File: src/rtl/ov5640_cfg_seq.sv
`timescale 1ns/1ps
// ---------------------------------------------------------------------------
// ov5640_cfg_seq
// Walks the OV5640 register-write table after power-up and issues one I2C
// write per {addr16,data8} entry through a byte-wide I2C master. A transfer
// that never completes is recovered by pulsing the master reset and retrying.
// The video pipeline holds off capture until cfg_done is set.
//
// Ports
//   sys_clk, sys_rst_n  system clock / asynchronous active-low reset
//   cfg_restart         pulse; reruns the table from entry 0 (DONE/ERR only)
//   i2c_clk             master drive clock (sys_clk-synchronous)
//   i2c_end             master transfer-complete, one i2c_clk period wide
//   cfg_data            table entry at cfg_idx: [23:8] reg addr, [7:0] value
//   cfg_idx             table index
//   i2c_start           transfer request to the master
//   wr_en/rd_en/addr_num constant write / no read / 16-bit address
//   byte_addr, wr_data  latched register address and value
//   i2c_rst_n           active-low master reset (ANDed with sys_rst_n above)
//   busy                high while not in DONE/ERR
//   cfg_done, cfg_err   level flags: table written / entry failed
// ---------------------------------------------------------------------------
module ov5640_cfg_seq #(
    parameter int               IDX_W       = 8,
    parameter logic [IDX_W-1:0] REG_NUM     = IDX_W'(250),
    parameter logic [19:0]      PWR_DLY_CYC = 20'd1000000,
    parameter logic [15:0]      GAP_CYC     = 16'd500,
    parameter logic [19:0]      TIMEOUT_CYC = 20'd200000,
    parameter int               MAX_RETRY   = 3,
    parameter int               RST_CYC     = 16
) (
    input  logic             sys_clk,
    input  logic             sys_rst_n,
    input  logic             cfg_restart,
    input  logic             i2c_clk,
    input  logic             i2c_end,
    input  logic [23:0]      cfg_data,
    output logic [IDX_W-1:0] cfg_idx,
    output logic             i2c_start,
    output logic             wr_en,
    output logic             rd_en,
    output logic             addr_num,
    output logic [15:0]      byte_addr,
    output logic [7:0]       wr_data,
    output logic             i2c_rst_n,
    output logic             busy,
    output logic             cfg_done,
    output logic             cfg_err
);

    localparam int RETRY_W = (MAX_RETRY < 1) ? 1 : $clog2(MAX_RETRY + 1);

    // Terminal values of the single shared phase counter.
    localparam logic [19:0]        PWR_LAST  = PWR_DLY_CYC - 20'd1;
    localparam logic [19:0]        GAP_LAST  = {4'd0, GAP_CYC} - 20'd1;
    localparam logic [19:0]        TMO_LAST  = TIMEOUT_CYC - 20'd1;
    localparam logic [19:0]        RST_LAST  = 20'(RST_CYC - 1);
    localparam logic [RETRY_W-1:0] RETRY_MAX = RETRY_W'(MAX_RETRY);

    typedef enum logic [2:0] {
        S_PWR_WAIT,
        S_LOAD,
        S_START,
        S_BUSY,
        S_RECOVER,
        S_GAP,
        S_DONE,
        S_ERR
    } state_e;

    state_e             state_q,     state_d;
    logic [19:0]        cnt_q,       cnt_d;
    logic [RETRY_W-1:0] retry_q,     retry_d;
    logic [IDX_W-1:0]   idx_q,       idx_d;
    logic [15:0]        addr_q,      addr_d;
    logic [7:0]         data_q,      data_d;
    logic               start_q,     start_d;
    logic               i2c_rst_n_q, i2c_rst_n_d;
    logic               done_q,      done_d;
    logic               err_q,       err_d;
    logic               busy_q,      busy_d;
    logic               clk_dly_q;
    logic               end_dly_q;

    logic               clk_rise;
    logic               end_rise;

    // Both sources are sys_clk-synchronous, so a single delay flop suffices
    // for edge detection without a synchroniser.
    assign clk_rise = i2c_clk & ~clk_dly_q;
    assign end_rise = i2c_end & ~end_dly_q;

    always_comb begin
        // NOTE: every signal gets its hold value first so no path through the
        // case statement leaves one unassigned and infers a latch.
        state_d     = state_q;
        cnt_d       = cnt_q;
        retry_d     = retry_q;
        idx_d       = idx_q;
        addr_d      = addr_q;
        data_d      = data_q;
        start_d     = start_q;
        i2c_rst_n_d = i2c_rst_n_q;
        done_d      = done_q;
        err_d       = err_q;
        busy_d      = busy_q;

        case (state_q)
            S_PWR_WAIT: begin
                if (cnt_q == PWR_LAST) begin
                    cnt_d   = '0;
                    state_d = S_LOAD;
                end else begin
                    cnt_d = cnt_q + 20'd1;
                end
            end

            S_LOAD: begin
                addr_d  = cfg_data[23:8];
                data_d  = cfg_data[7:0];
                start_d = 1'b1;
                cnt_d   = '0;          // timeout counter starts clean
                state_d = S_START;
            end

            S_START: begin
                // Request is held until the master samples it on an i2c_clk rise.
                if (clk_rise) begin
                    start_d = 1'b0;
                    state_d = S_BUSY;
                end
            end

            S_BUSY: begin
                // A completion in the same cycle as the timeout still counts.
                if (end_rise) begin
                    idx_d   = idx_q + IDX_W'(1);
                    retry_d = '0;
                    cnt_d   = '0;
                    state_d = S_GAP;
                end else if (cnt_q == TMO_LAST) begin
                    cnt_d = '0;
                    if (retry_q == RETRY_MAX) begin
                        err_d   = 1'b1;
                        busy_d  = 1'b0;
                        state_d = S_ERR;
                    end else begin
                        retry_d     = retry_q + RETRY_W'(1);
                        i2c_rst_n_d = 1'b0;
                        state_d     = S_RECOVER;
                    end
                end else begin
                    cnt_d = cnt_q + 20'd1;
                end
            end

            S_RECOVER: begin
                // Master held in reset; cfg_idx is untouched so the same entry
                // is reissued after the gap.
                if (cnt_q == RST_LAST) begin
                    cnt_d       = '0;
                    i2c_rst_n_d = 1'b1;
                    state_d     = S_GAP;
                end else begin
                    cnt_d = cnt_q + 20'd1;
                end
            end

            S_GAP: begin
                if (cnt_q == GAP_LAST) begin
                    cnt_d = '0;
                    if (idx_q == REG_NUM) begin
                        done_d  = 1'b1;
                        busy_d  = 1'b0;
                        state_d = S_DONE;
                    end else begin
                        state_d = S_LOAD;
                    end
                end else begin
                    cnt_d = cnt_q + 20'd1;
                end
            end

            S_DONE, S_ERR: begin
                // Restart skips the power wait: the sensor is already powered.
                if (cfg_restart) begin
                    done_d  = 1'b0;
                    err_d   = 1'b0;
                    idx_d   = '0;
                    retry_d = '0;
                    cnt_d   = '0;
                    busy_d  = 1'b1;
                    state_d = S_LOAD;
                end
            end

            default: state_d = S_PWR_WAIT;
        endcase
    end

    // NOTE: every flop here is a small control register, so all of them take
    // the asynchronous reset; there is no storage array that would need to be
    // left out of the reset.
    always_ff @(posedge sys_clk or negedge sys_rst_n) begin
        if (!sys_rst_n) begin
            state_q     <= S_PWR_WAIT;
            cnt_q       <= '0;
            retry_q     <= '0;
            idx_q       <= '0;
            addr_q      <= '0;
            data_q      <= '0;
            start_q     <= 1'b0;
            i2c_rst_n_q <= 1'b1;
            done_q      <= 1'b0;
            err_q       <= 1'b0;
            busy_q      <= 1'b1;
            clk_dly_q   <= 1'b0;
            end_dly_q   <= 1'b0;
        end else begin
            // NOTE: non-blocking assignments so every flop samples the values
            // from before this edge, independent of statement order.
            state_q     <= state_d;
            cnt_q       <= cnt_d;
            retry_q     <= retry_d;
            idx_q       <= idx_d;
            addr_q      <= addr_d;
            data_q      <= data_d;
            start_q     <= start_d;
            i2c_rst_n_q <= i2c_rst_n_d;
            done_q      <= done_d;
            err_q       <= err_d;
            busy_q      <= busy_d;
            clk_dly_q   <= i2c_clk;
            end_dly_q   <= i2c_end;
        end
    end

    assign cfg_idx   = idx_q;
    assign i2c_start = start_q;
    assign byte_addr = addr_q;
    assign wr_data   = data_q;
    assign i2c_rst_n = i2c_rst_n_q;
    assign busy      = busy_q;
    assign cfg_done  = done_q;
    assign cfg_err   = err_q;
    assign wr_en     = 1'b1;
    assign rd_en     = 1'b0;
    assign addr_num  = 1'b1;

endmodule

File: config.mk
export PLATFORM = sky130hd
export DESIGN_NAME = ov5640_cfg_seq
export DESIGN_NICKNAME = d
export VERILOG_FILES = /design/src/rtl/ov5640_cfg_seq.sv
export SDC_FILE = /design/constraint.sdc
export NUM_CORES = 1
export LEC_CHECK = 0
export ABC_AREA = 1
export BUFFER_PORTS_ARGS = -buffer_cell sky130_fd_sc_hd__buf_2
export CORE_ASPECT_RATIO = 0.7
export CORE_MARGIN = 3
export CORE_UTILIZATION = 52
export CTS_BUF_LIST = sky130_fd_sc_hd__clkbuf_8
export DETAILED_ROUTE_END_ITERATION = 16
export PLACE_DENSITY_LB_ADDON = 0.3
export SKIP_LAST_GASP = 1
export SLEW_MARGIN = 0
export SYNTH_ARGS = -nofsm -noshare
export SYNTH_HDL_FRONTEND = slang
export SYNTH_SLANG_ARGS = --single-unit
File: constraint.sdc
create_clock -name sys_clk -period 1.6 [get_ports sys_clk]
set_input_delay 0.24 -clock sys_clk [delete_from_list [all_inputs] [get_ports sys_clk]]
set_output_delay 0.24 -clock sys_clk [all_outputs]
set_load 0.005 [all_outputs]
After elaboration in Yosys (flattened, before gate mapping):

Cells that the tools add are included.

* output and inout bits: 40
* bits in writable memories: 0
* memories kept: 0
* register bits after elaboration: 64
* latch bits: 0
* bits in read-only memories: 0
* logic and storage cells: 110
* input bits: 29

* reduce and logical (&&, ||, !) cells: 17
* add/sub/neg operators: 3
* divide/modulo/power cells: 0
* magnitude comparators: 0
* bitwise gates (word level): 4
* eq/ne operators: 26
* muxes and demuxes: 47
* shift operators: 0
* $mul: 0

Operators with widths (count)
* $mux W20: 6
* $pmux W20 S6: 1
* $mux W3: 8
* $ne A2 B2 Y1 const B: 11
* $pmux W3 S7: 1
* $add A20 B1 Y20 const B: 1
* $eq A20 B18 Y1 const B: 1
* $eq A20 B20 Y1 const B: 1
* $eq A20 B4 Y1 const B: 1
* $eq A20 B9 Y1 const B: 1
* $mux W1: 17
* $mux W8: 2
* $pmux W8 S2: 1
* $eq A3 B3 Y1 const B: 4
* $mux W2: 5
* $reduce_and A5 Y1: 2
* $add A8 B1 Y8 const B: 1
* $eq A8 B8 Y1 const B: 1
* $pmux W1 S2: 4
* $reduce_and A4 Y1: 2
* $reduce_bool A2 Y1: 4
* $reduce_and A7 Y1: 1
* $eq A3 B2 Y1 const B: 2
* $ne A3 B3 Y1 const B: 2
* other kinds (14): 17

Depth between registers and ports, before layout:

Gate-level depths: netlist of run 1.

* depth after elaboration: 5
* mapped depth: 13
* gate-level depth less buffers: 13

Worst setup path after synthesis of run 1:

OpenSTA, ideal clock, no wires.

* path kind: reg2reg
* start: reg state_q[1]
* end: reg cnt_q[12]
* cell stages (with the launch flop): 12
* data arrival time: 1.622 ns
* setup slack: -0.144 ns
* period minus slack after synthesis: 1.744 ns
* library setup time: 0.122 ns
* path buffers: 0
* required time: 1.478 ns
* cell sequence: dfrtp_1 -> ha_1 -> inv_2 -> nor2_1 -> inv_2 -> nand2_2 -> inv_2 -> nand2_1 -> nor2_1 -> nand3_1 -> o21ai_1 -> a21oi_1

* word-level cells in the longest chain between the ends: 4
* elaborated cells between the ends (all ways): 12
* those cells by class: eq/ne (7); mux (1); reduce/logical (4)

Ends and longest elaborated chain
* from (decl): line 71 `state_e state_q, state_d;`
* from (signal assigned): line 222 `state_q <= state_d;`
* $eq A3 B3 Y1: line 108 `case (state_q)`
* $reduce_or A2 Y1: line 108
* $reduce_bool A6 Y1 (no line) or $ne A2 B2 Y1 (tied branches)
* $reduce_and A2 Y1 (no line)
* to (signal assigned): line 223 `cnt_q <= cnt_d;`
* to (decl): line 72 `logic [19:0] cnt_q, cnt_d;`

Parallel ways exist; a longest one is shown, timed or not.
A chain may end at the register's enable or synchronous reset.

Worst setup path in the final report of run 1:

* start: reg cnt_q[1]
* end: reg state_q[0]

* word-level cells in the longest chain between the ends: 3
* elaborated cells between the ends (all ways): 9
* those cells by class: eq/ne (8); reduce/logical (1)

Ends and longest elaborated chain
* $eq A20 B18 Y1, or another cell as far along: line 141 `end else if (cnt_q == TMO_LAST) begin`
* $ne A3 B3 Y1 (no line) or $ne A2 B2 Y1 (tied branches)
* $reduce_and A6 Y1 (no line) (*)

Mark *: on every way between the ends. The rest lies on a longest branch, timed or not.

==> flow_summary_export.csv, run 1 <==
group,metric,value,unit
cts,cts_tree,"done",
setup_path,r2r_cells,10,
setup_path,end_kind,"register",
routing,drc_errors,0,
placed_design,dp_hpwl,6430,um
synthesis,netlist_area,0.00355,mm2
sta,clock_skew,0.0166,ns
cts,clk_pin_slew,0.09,ns
grt,track_usage,0.252,
sta,hold_violations,0,
synthesis,synth_edf_count,0,
placed_design,place_congestion,0.889,
cts,cts_root_buffer,"clkbuf_8",
power_and_ir_drop,p_per_area,689,mW/mm2
synthesis,yosysSeqAreaShare,0.452,
worst_hold_path,hold_class,"in2reg",
flow_run,maxCapViolations,0,
setup_path,path_class,"reg2reg",
cts,cts_inserted_buffers,9,
finish,final_util,0.790,
sta,setup_violations,29,
routing,detail-route-antenna-nets,0,
sta,maxSlewViolCount,0,
grt,grt_pass1_wl,15700,um
synthesis,synth_seq_cells,64,
setup_path,critical_path.max_fanout,6,
finish,drive_above_1_share,0.438,
routing,drt_iter0_markers,266,
finish,area_growth_syn_to_layout,43.0,%
power_and_ir_drop,ir_drop,631,uV
synthesis,avgSynthCellArea,7.79,um2
status,failed_checks,"setup timing",
status,status,"finished with violations",
routing,vias,3715,
floorplan,coreArea,0.00643,mm2
sta,fin_crit_sh,1.09,
setup_path,start_kind,"register",
finish,fillCellCount,428,
grt,grt_pass1_vias,3317,
routing,drt_wl_total,10900,um
grt,grt_max_degree,65,
synthesis,synth_top_area_cell,"dfrtp_1",
cts,cts_sinks,64,
floorplan,die_area,0.00787,mm2
sta,maxClockFrequency,0.572,GHz
setup_path,worstPathRequired,1.84,ns
synthesis,synth_top_area_frac,0.437,
floorplan,die_h,75.1,um
power_and_ir_drop,p_total,3500,uW
power_and_ir_drop,p_leak,0.00237,uW
synthesis,netlist_instances,456,
floorplan,initial_utilization,0.553,
synthesis,synthTopCellsByArea,"dfrtp_1, nand2_1, nor2_1",
routing,avgViaCountPerCell,5.39,
routing,first_pass_iters,7,
grt,antenna_found_initial,0,
sta,finalCriticalPeriod,1.75,ns
synthesis,synthArstFlopShare,1.00,
cts,clk_latency,0.36,ns
setup_path,r2r_slack,-0.15,ns
floorplan,fp-row-count,24,
synthesis,yosysUniqueCellTypes,38,
setup_path,cp.arrival,1.99,ns
cts,cts_max_path_buffers,2,
floorplan,pin_count,69,
synthesis,ys_warn_count,0,
worst_hold_path,min_path_cells,3,
sta,rsz0062_at_grt,"true",
routing,wl_per_cell,15.9,um
placed_design,io_buffers,65,
grt,overflow,0,
floorplan,fp.dieW,105,um
synthesis,synth_ff_type,"dfrtp_1",
synthesis,synth_top_cells_by_count,"nand2_1, dfrtp_1, nor2_1",
finish,fin_nets,627,
cts,htree_num_levels,3,
finish,antennaDiodeCount,0,
sta,layout_setup_ws,-0.148,ns
synthesis,post-synth-top-count-cell,"nand2_1",
==> worst max-delay path, stage by stage, from the launching register on <==
cell	delay, ns
dfrtp_1	0.41
ha_4	0.18
nand2_1	0.07
nor2_2	0.16
nand3_2	0.13
nand2_2	0.14
nand2_1	0.08
nor2_2	0.15
nand2_2	0.14
nand2_1	0.10
o21ai_1	0.08
==> metrics by stage <==
stage          std cells  area, um2  TNS, ns  hold slack, ns  setup slack, ns
5_1_grt              689       5080    -5.25          0.0762           -0.220
2_1_floorplan        457       3570  -0.0102         -0.0556          -0.0102
4_1_cts              675       4740  -0.0667          0.0628          -0.0245
3_5_place_dp         649       4310    -1.00           0.280          -0.0763
3_3_place_gp         649       4310  -0.0209           0.278          -0.0154
6_report             689       5080    -1.74          0.0808           -0.148
==> registers in the layout (all words and copies together), names as in the netlist, 2 cells and up <==
signal / cells
byte_addr: 16
cfg_idx: 8
cnt_q: 20
retry_q: 2
state_q: 3
wr_data: 8
==> routing by layer <==
| metal | vias to the layer above | GRT usage | routed length [um] |
|---|---|---|---|
| li1 | 1738 | - | - |
| met1 | 1717 | 0.350 | 4660 |
| met2 | 213 | 0.378 | 4960 |
| met3 | 47 | 0.0608 | 915 |
| met4 | 0 | 0.116 | 395 |
| met5 | - | 0 | 0 |
==> cells in the final DEF (no fill, tap or decap), drive strengths merged, types with 9 or more instances in the layout <==
cell type,n
nor3,10
buf,132
nand4,11
nand2,160
a21oi,23
nor2,47
o21ai,26
nand3,32
clkbuf,9
dfrtp,62
inv,49
==> kinds of logic after synthesis <==
group,Yosys count,share of synthesized area
AND/OR/NAND/NOR,262,0.338
flip-flops,64,0.452
buffers and inverters,58,0.0722
AO/OA/AOI/OAI,54,0.0909
XOR/XNOR,11,0.0271
adder cells (fa/ha/maj),5,0.0176
other,2,0.00211
==> power breakdown <==
part | leakage [uW] | switching (uW) | internal (uW)
logic | 0.00157 | 50.3 | 35.2
registers | 0.000670 | 1.16 | 1620
clock network | 0.000125 | 737 | 1050
total | 0.00237 | 788 | 2710
==> worst paths after layout <==
check                             start      endpoint
max                            cnt_q[1]    state_q[0]
min                        cfg_data[16]  byte_addr[8]
max reg2reg                    cnt_q[1]    state_q[0]
min reg2reg                byte_addr[8]  byte_addr[8]
max in group asynchronous     sys_rst_n     i2c_rst_n
min in group asynchronous     sys_rst_n     cnt_q[17]
==> final cells by class <==
class | instances | area (um2) | share of cell area
Clock buffer | 9 | 124 | 0.0244
Tap cell | 91 | 114 | 0.0224
Inverter | 47 | 194 | 0.0382
Timing Repair Buffer | 135 | 891 | 0.175
Clock inverter | 7 | 125 | 0.0246
Multi-Input combinational cell | 336 | 2020 | 0.398
Sequential cell | 64 | 1610 | 0.317
==> what timing repair did <==
item,in CTS,in global routing
endpoints found under the hold margin,64,0
buffers inserted,6,14
gates resized for setup,25,70
gates cloned,1,0
pin swaps,9,26
endpoints found under the setup margin,26,38
hold buffers,3,0
No activity file was read; power rests on OpenSTA's default activity.
==> run 2: changes to the inputs <==
--- a/config.mk
+++ b/config.mk
@@ -9,11 +9,10 @@
 export BUFFER_PORTS_ARGS = -buffer_cell sky130_fd_sc_hd__buf_2
 export CORE_ASPECT_RATIO = 0.7
 export CORE_MARGIN = 3
-export CORE_UTILIZATION = 52
-export CTS_BUF_LIST = sky130_fd_sc_hd__clkbuf_8
+export CORE_UTILIZATION = 50
+export CTS_BUF_LIST = sky130_fd_sc_hd__clkbuf_16
 export DETAILED_ROUTE_END_ITERATION = 16
 export PLACE_DENSITY_LB_ADDON = 0.3
-export SKIP_LAST_GASP = 1
 export SLEW_MARGIN = 0
 export SYNTH_ARGS = -nofsm -noshare
 export SYNTH_HDL_FRONTEND = slang
==> flow_summary_export.csv, run 2 (same netlist as run 1, synthesis figures left out) <==
group,metric,value,unit
cts,cts_max_path_buffers,2,
sta,setup_violations,35,
finish,final_common_cell,"nand2_1",
power_and_ir_drop,p_clk_frac,0.534,
floorplan,die_h,76.5,um
cts,cts_inserted_buffers,9,
routing,met2WireLength,5400,um
routing,vias,3836,
power_and_ir_drop,p_leak,0.00243,uW
cts,cts_sinks,64,
finish,antennaDiodeCount,0,
finish,finalInstanceArea,0.00527,mm2
grt,grt_pass1_wl,17700,um
setup_path,end_kind,"register",
power_and_ir_drop,ir_drop,490,uV
sta,finalCriticalPeriod,1.80,ns
grt,antenna_found_initial,0,
flow_run,maxCapViolations,0,
cts,clk_latency,0.33,ns
grt,grt_pass1_vias,3658,
grt,grt_max_degree,65,
placed_design,dp_cells,649,
setup_path,slowest_delay,0.43,ns
routing,drt_iter0_markers,317,
setup_path,critical_path.cell_chain,"nand2_2, inv_2, nand2_2, nor2_4, nand3_2, nand2_4, nand4_4, nand2_4, o21ai_2",
routing,avgViaCountPerCell,5.52,
cts,cts_root_buffer,"clkbuf_16",
sta,maxClockFrequency,0.554,GHz
floorplan,pin_count,69,
sta,fin_crit_sh,1.13,
setup_path,crit_family,"simple AND/OR/NAND/NOR gates",
routing,drc_errors,0,
power_and_ir_drop,swShare,0.219,
cts,htree_num_levels,3,
floorplan,fp.dieW,107,um
power_and_ir_drop,p_sw,802,uW
routing,route.met3.wl,1270,um
setup_path,cp.arrival,2.01,ns
status,failed_checks,"setup timing",
routing,wl_per_cell,17.5,um
finish,largest_reg_flops,20,
setup_path,cpMaxStageDelayCell,"dfrtp_1",
sta,fin_hold_ws,0.0218,ns
cts,clk_pin_slew,0.06,ns
routing,detail-route-antenna-nets,0,
finish,drive_above_1_share,0.466,
sta,hold_violations,0,
setup_path,critical_path.max_fanout,4,
power_and_ir_drop,p_comb_frac,0.022,
finish,instances_no_fill,695,
sta,maxSlewViolCount,0,
grt,overflow,0,
grt,track_usage,0.270,
placed_design,dp_hpwl,6570,um
power_and_ir_drop,sequentialPowerShare,0.443,
routing,wl_met1,4910,um
worst_hold_path,hold_class,"in2reg",
placed_design,place_congestion,0.902,
floorplan,die_area,0.00817,mm2
sta,layout_setup_ws,-0.204,ns
setup_path,worstPathRequired,1.81,ns
routing,first_pass_iters,5,
floorplan,coreArea,0.00682,mm2
finish,fin_nets,630,
floorplan,initial_utilization,0.521,
placed_design,io_buffers,65,
setup_path,start_kind,"register",
placed_design,placed_area,0.00429,mm2
finish,area_growth_syn_to_layout,48.3,%
routing,drt_wl_total,12100,um
status,status,"finished with violations",
power_and_ir_drop,intPower,2860,uW
sta,rsz0062_at_grt,"true",
floorplan,fp-row-count,25,
power_and_ir_drop,p_per_area,695,mW/mm2
finish,regMostFlops,"cnt_q",
setup_path,crit_buf_inv,1,
sta,clock_skew,0.00663,ns
finish,mostFrequentLayoutCells,"nand2_1, buf_2, buf_4",
setup_path,path_class,"reg2reg",
routing,top_layer,"met4",
cts,cts_tree,"done",
placed_design,dp_slack,-0.125,ns
-- run 2: cell count changes in the layout (fill, tap and decap cells not counted), sizes merged --
| cell | before | now |
|---|---|---|
| buf | 132 | 137 |
| bufinv | 3 | 1 |
| clkinv | 2 | 4 |
| dlygate4sd3 | 3 | 1 |
| clkinvlp | 0 | 1 |
| inv | 49 | 48 |
-- run 2: what timing repair did --
| action | 4_1_cts | 5_1_grt |
|---|---|---|
| hold buffers | 1 | 0 |
| endpoints found under the hold margin | 62 | 0 |
| gates resized for setup | 61 | 67 |
| endpoints found under the setup margin | 32 | 37 |
| setup buffers | 21 | 7 |
| pin swaps | 27 | 36 |
| gates cloned | 1 | 0 |
-- run 2: path summary, 6_finish.rpt --
kind | slack (ns) | to | depth (start not counted) | from
setup / recovery | -0.20 | cnt_q[14] | 9 | cnt_q[4]
hold / removal | 0.02 | clk_dly_q | 1 | i2c_clk
setup reg to reg | -0.20 | cnt_q[14] | 9 | cnt_q[4]
hold reg to reg | 0.47 | byte_addr[12] | 2 | byte_addr[12]
max in group asynchronous | 0.83 | cnt_q[9] | 3 | sys_rst_n
min in group asynchronous | 0.45 | cfg_err | 3 | sys_rst_n
-- run 2: final cells by class --
class                      instances  area [um2]
inverter                          47         204
clock buffer                       9         225
timing repair buffer             138         935
tap                               94         118
clock inverter                     7        72.6
fill                             472        1550
sequential                        64        1610
multi-input combinational        336        2100
-- run 2: stage by stage --
stage                     utilization  total power (uW)  TNS (ns)
after detailed placement        0.630              1730     -1.86
after global placement          0.630              1730    -0.413
after global routing            0.772              3770     -6.55
after CTS                       0.730              3680    -0.559
final                           0.772              3660     -4.72
after floorplan                     -              1660   -0.0102
-- run 2: layer usage --
| metal | track usage | vias to the layer above |
|---|---|---|
| met4 | 0.0843 | 0 |
| li1 | - | 1740 |
| met3 | 0.0686 | 70 |
| met1 | 0.380 | 1773 |
| met5 | 0 | - |
| met2 | 0.410 | 253 |
-- run 2: power groups by stage --
stage	clock network [uW]	registers, uW	logic [uW]
after CTS	1980	1620	83.9
after global routing	2050	1620	96.0
after global placement	0	1650	79.7
final	1960	1620	82.2
after floorplan	0	1650	12.2
after detailed placement	0	1650	81.3
-- run 2: worst reg2reg max path, delay by kind of cell, from the launching register on --
| kind | cells | cell delay, ns |
|---|---|---|
| compound gates | 1 | 0.07 |
| simple gates | 7 | 1.07 |
| flops | 1 | 0.43 |
| buf+inv | 1 | 0.12 |
==> run 3: changes to the inputs <==
--- a/config.mk
+++ b/config.mk
@@ -9,8 +9,9 @@
 export BUFFER_PORTS_ARGS = -buffer_cell sky130_fd_sc_hd__buf_2
 export CORE_ASPECT_RATIO = 0.7
 export CORE_MARGIN = 3
-export CORE_UTILIZATION = 50
+export CORE_UTILIZATION = 55
 export CTS_BUF_LIST = sky130_fd_sc_hd__clkbuf_16
+export CTS_CLUSTER_SIZE = 20
 export DETAILED_ROUTE_END_ITERATION = 16
 export PLACE_DENSITY_LB_ADDON = 0.3
 export SLEW_MARGIN = 0
==> constraint.sdc (replaced) <==
create_clock -name sys_clk -period 1.8 [get_ports sys_clk]
set_input_delay 0.27 -clock sys_clk [delete_from_list [all_inputs] [get_ports sys_clk]]
set_output_delay 0.27 -clock sys_clk [all_outputs]
set_load 0.005 [all_outputs]
==> flow_summary_export.csv, run 3 (same netlist as run 1, synthesis figures left out) <==
group,metric,value,unit
status,status,"finished, final reports clean",
setup_path,path_class,"reg2reg",
finish,regMostFlops,"cnt_q",
setup_path,worstPathRequired,2.06,ns
placed_design,place_congestion,0.919,
cts,cts_max_path_buffers,2,
cts,clk_latency,0.32,ns
cts,cts_sinks,64,
placed_design,dp_hpwl,6110,um
setup_path,end_kind,"register",
placed_design,io_buffers,65,
setup_path,critical_path.max_fanout,6,
power_and_ir_drop,p_leak,0.00211,uW
worst_hold_path,hold_class,"in2reg",
finish,fin_nets,577,
floorplan,fp.dieW,102,um
grt,grt_pass1_vias,3271,
sta,maxSlewViolCount,0,
sta,clock_skew,0.00476,ns
routing,detail-route-antenna-nets,0,
cts,cts_inserted_buffers,9,
power_and_ir_drop,p_comb_frac,0.023,
cts,cts_root_buffer,"clkbuf_16",
grt,overflow,0,
setup_path,cp.arrival,1.99,ns
finish,final_util,0.740,
finish,finalInstanceArea,0.00443,mm2
power_and_ir_drop,ir_drop,513,uV
finish,regArea,0.00161,mm2
placed_design,dp_slack,0.0420,ns
grt,antenna_found_initial,0,
sta,layout_setup_ws,0.0721,ns
sta,setup_violations,0,
floorplan,die_area,0.00747,mm2
floorplan,fp-row-count,23,
finish,antennaDiodeCount,0,
power_and_ir_drop,p_per_area,729,mW/mm2
power_and_ir_drop,swShare,0.213,
cts,cts_tree,"done",
routing,vias,3342,
grt,grt_pass1_wl,14600,um
power_and_ir_drop,p_sw,686,uW
grt,track_usage,0.247,
setup_path,start_kind,"register",
sta,hold_violations,0,
power_and_ir_drop,sequentialPowerShare,0.447,
placed_design,placed_area,0.00404,mm2
routing,drc_errors,0,
finish,mostFrequentLayoutCells,"nand2_1, buf_2, dfrtp_1",
finish,final_common_cell,"nand2_1",
finish,multiInputGateArea,0.00175,mm2
routing,first_pass_iters,5,
floorplan,coreArea,0.00599,mm2
floorplan,initial_utilization,0.593,
flow_run,maxCapViolations,0,
floorplan,pin_count,69,
routing,drt_iter0_markers,270,
finish,fillCellCount,446,
grt,grt_max_degree,49,
finish,largest_reg_flops,20,
power_and_ir_drop,p_clk_frac,0.530,
sta,finalCriticalPeriod,1.73,ns
finish,area_growth_syn_to_layout,24.7,%
cts,clk_pin_slew,0.06,ns
cts,htree_num_levels,3,
sta,maxClockFrequency,0.579,GHz
floorplan,die_h,73.2,um
routing,drt_wl_total,8690,um
routing,wl_per_cell,13.9,um
routing,avgViaCountPerCell,5.36,
sta,fin_hold_ws,0.0646,ns
power_and_ir_drop,intPower,2540,uW
finish,drive_above_1_share,0.296,
sta,fin_crit_sh,0.960,
## run 3: worst paths after layout
check	end	slack, ns	cells past startpoint	from
worst max-delay path	cfg_idx[7]	0.07	14	state_q[2]
worst min register to register	byte_addr[12]	0.47	2	byte_addr[12]
worst max register to register	cfg_idx[7]	0.07	14	state_q[2]
worst min-delay path	clk_dly_q	0.06	1	i2c_clk
min in group asynchronous	cfg_err	0.41	2	sys_rst_n
max in group asynchronous	i2c_rst_n	0.77	3	sys_rst_n
## run 3: through the flow
step,total power (uW),cells,TNS (ns)
global placement,1540,603,0
global route,3350,623,-0.119
floorplan,1480,457,0
CTS,3260,620,0
detailed placement,1540,603,0
finish,3230,623,0
## run 3: critical path, stage by stage, from the launching register on
cell and delay (ns):
dfrtp_1 0.36, ha_2 0.20, inv_2 0.07, nor2_2 0.18, inv_2 0.06, buf_4 0.15, nand2_4 0.09, nor2_8 0.04
inv_4 0.10, nor2_4 0.04, nand2_2 0.07, clkinv_2 0.08, nand2_1 0.07, nand2_1 0.05, a21oi_2 0.09
## run 3: final cells by class
type	instances	share of cell area
tap	75	0.0212
inverter	47	0.0413
multi-input combinational	335	0.395
clock inverter	7	0.0164
timing repair buffer	86	0.112
clock buffer	9	0.0509
sequential	64	0.363
## run 3: repair_timing
item | CTS | global route
endpoints found under the hold margin | 15 | 0
resized for setup | 0 | 20
setup endpoints to repair | 0 | 28
buffers inserted | 0 | 3
hold buffers | 1 | 0
## run 3: power by group through the flow
stage                     Sequential, uW  Clock (uW)  Combinational, uW
final                               1440        1710               73.7
after CTS                           1440        1740               75.3
after global routing                1440        1820               84.2
after detailed placement            1470           0               73.0
after floorplan                     1470           0               10.9
after global placement              1470           0               72.6
## run 3: metal layers
layer,share of wire,global-route usage
met5,0,0
met2,0.46,0.387
met1,0.45,0.342
met3,0.075,0.0669
met4,0.014,0.0611
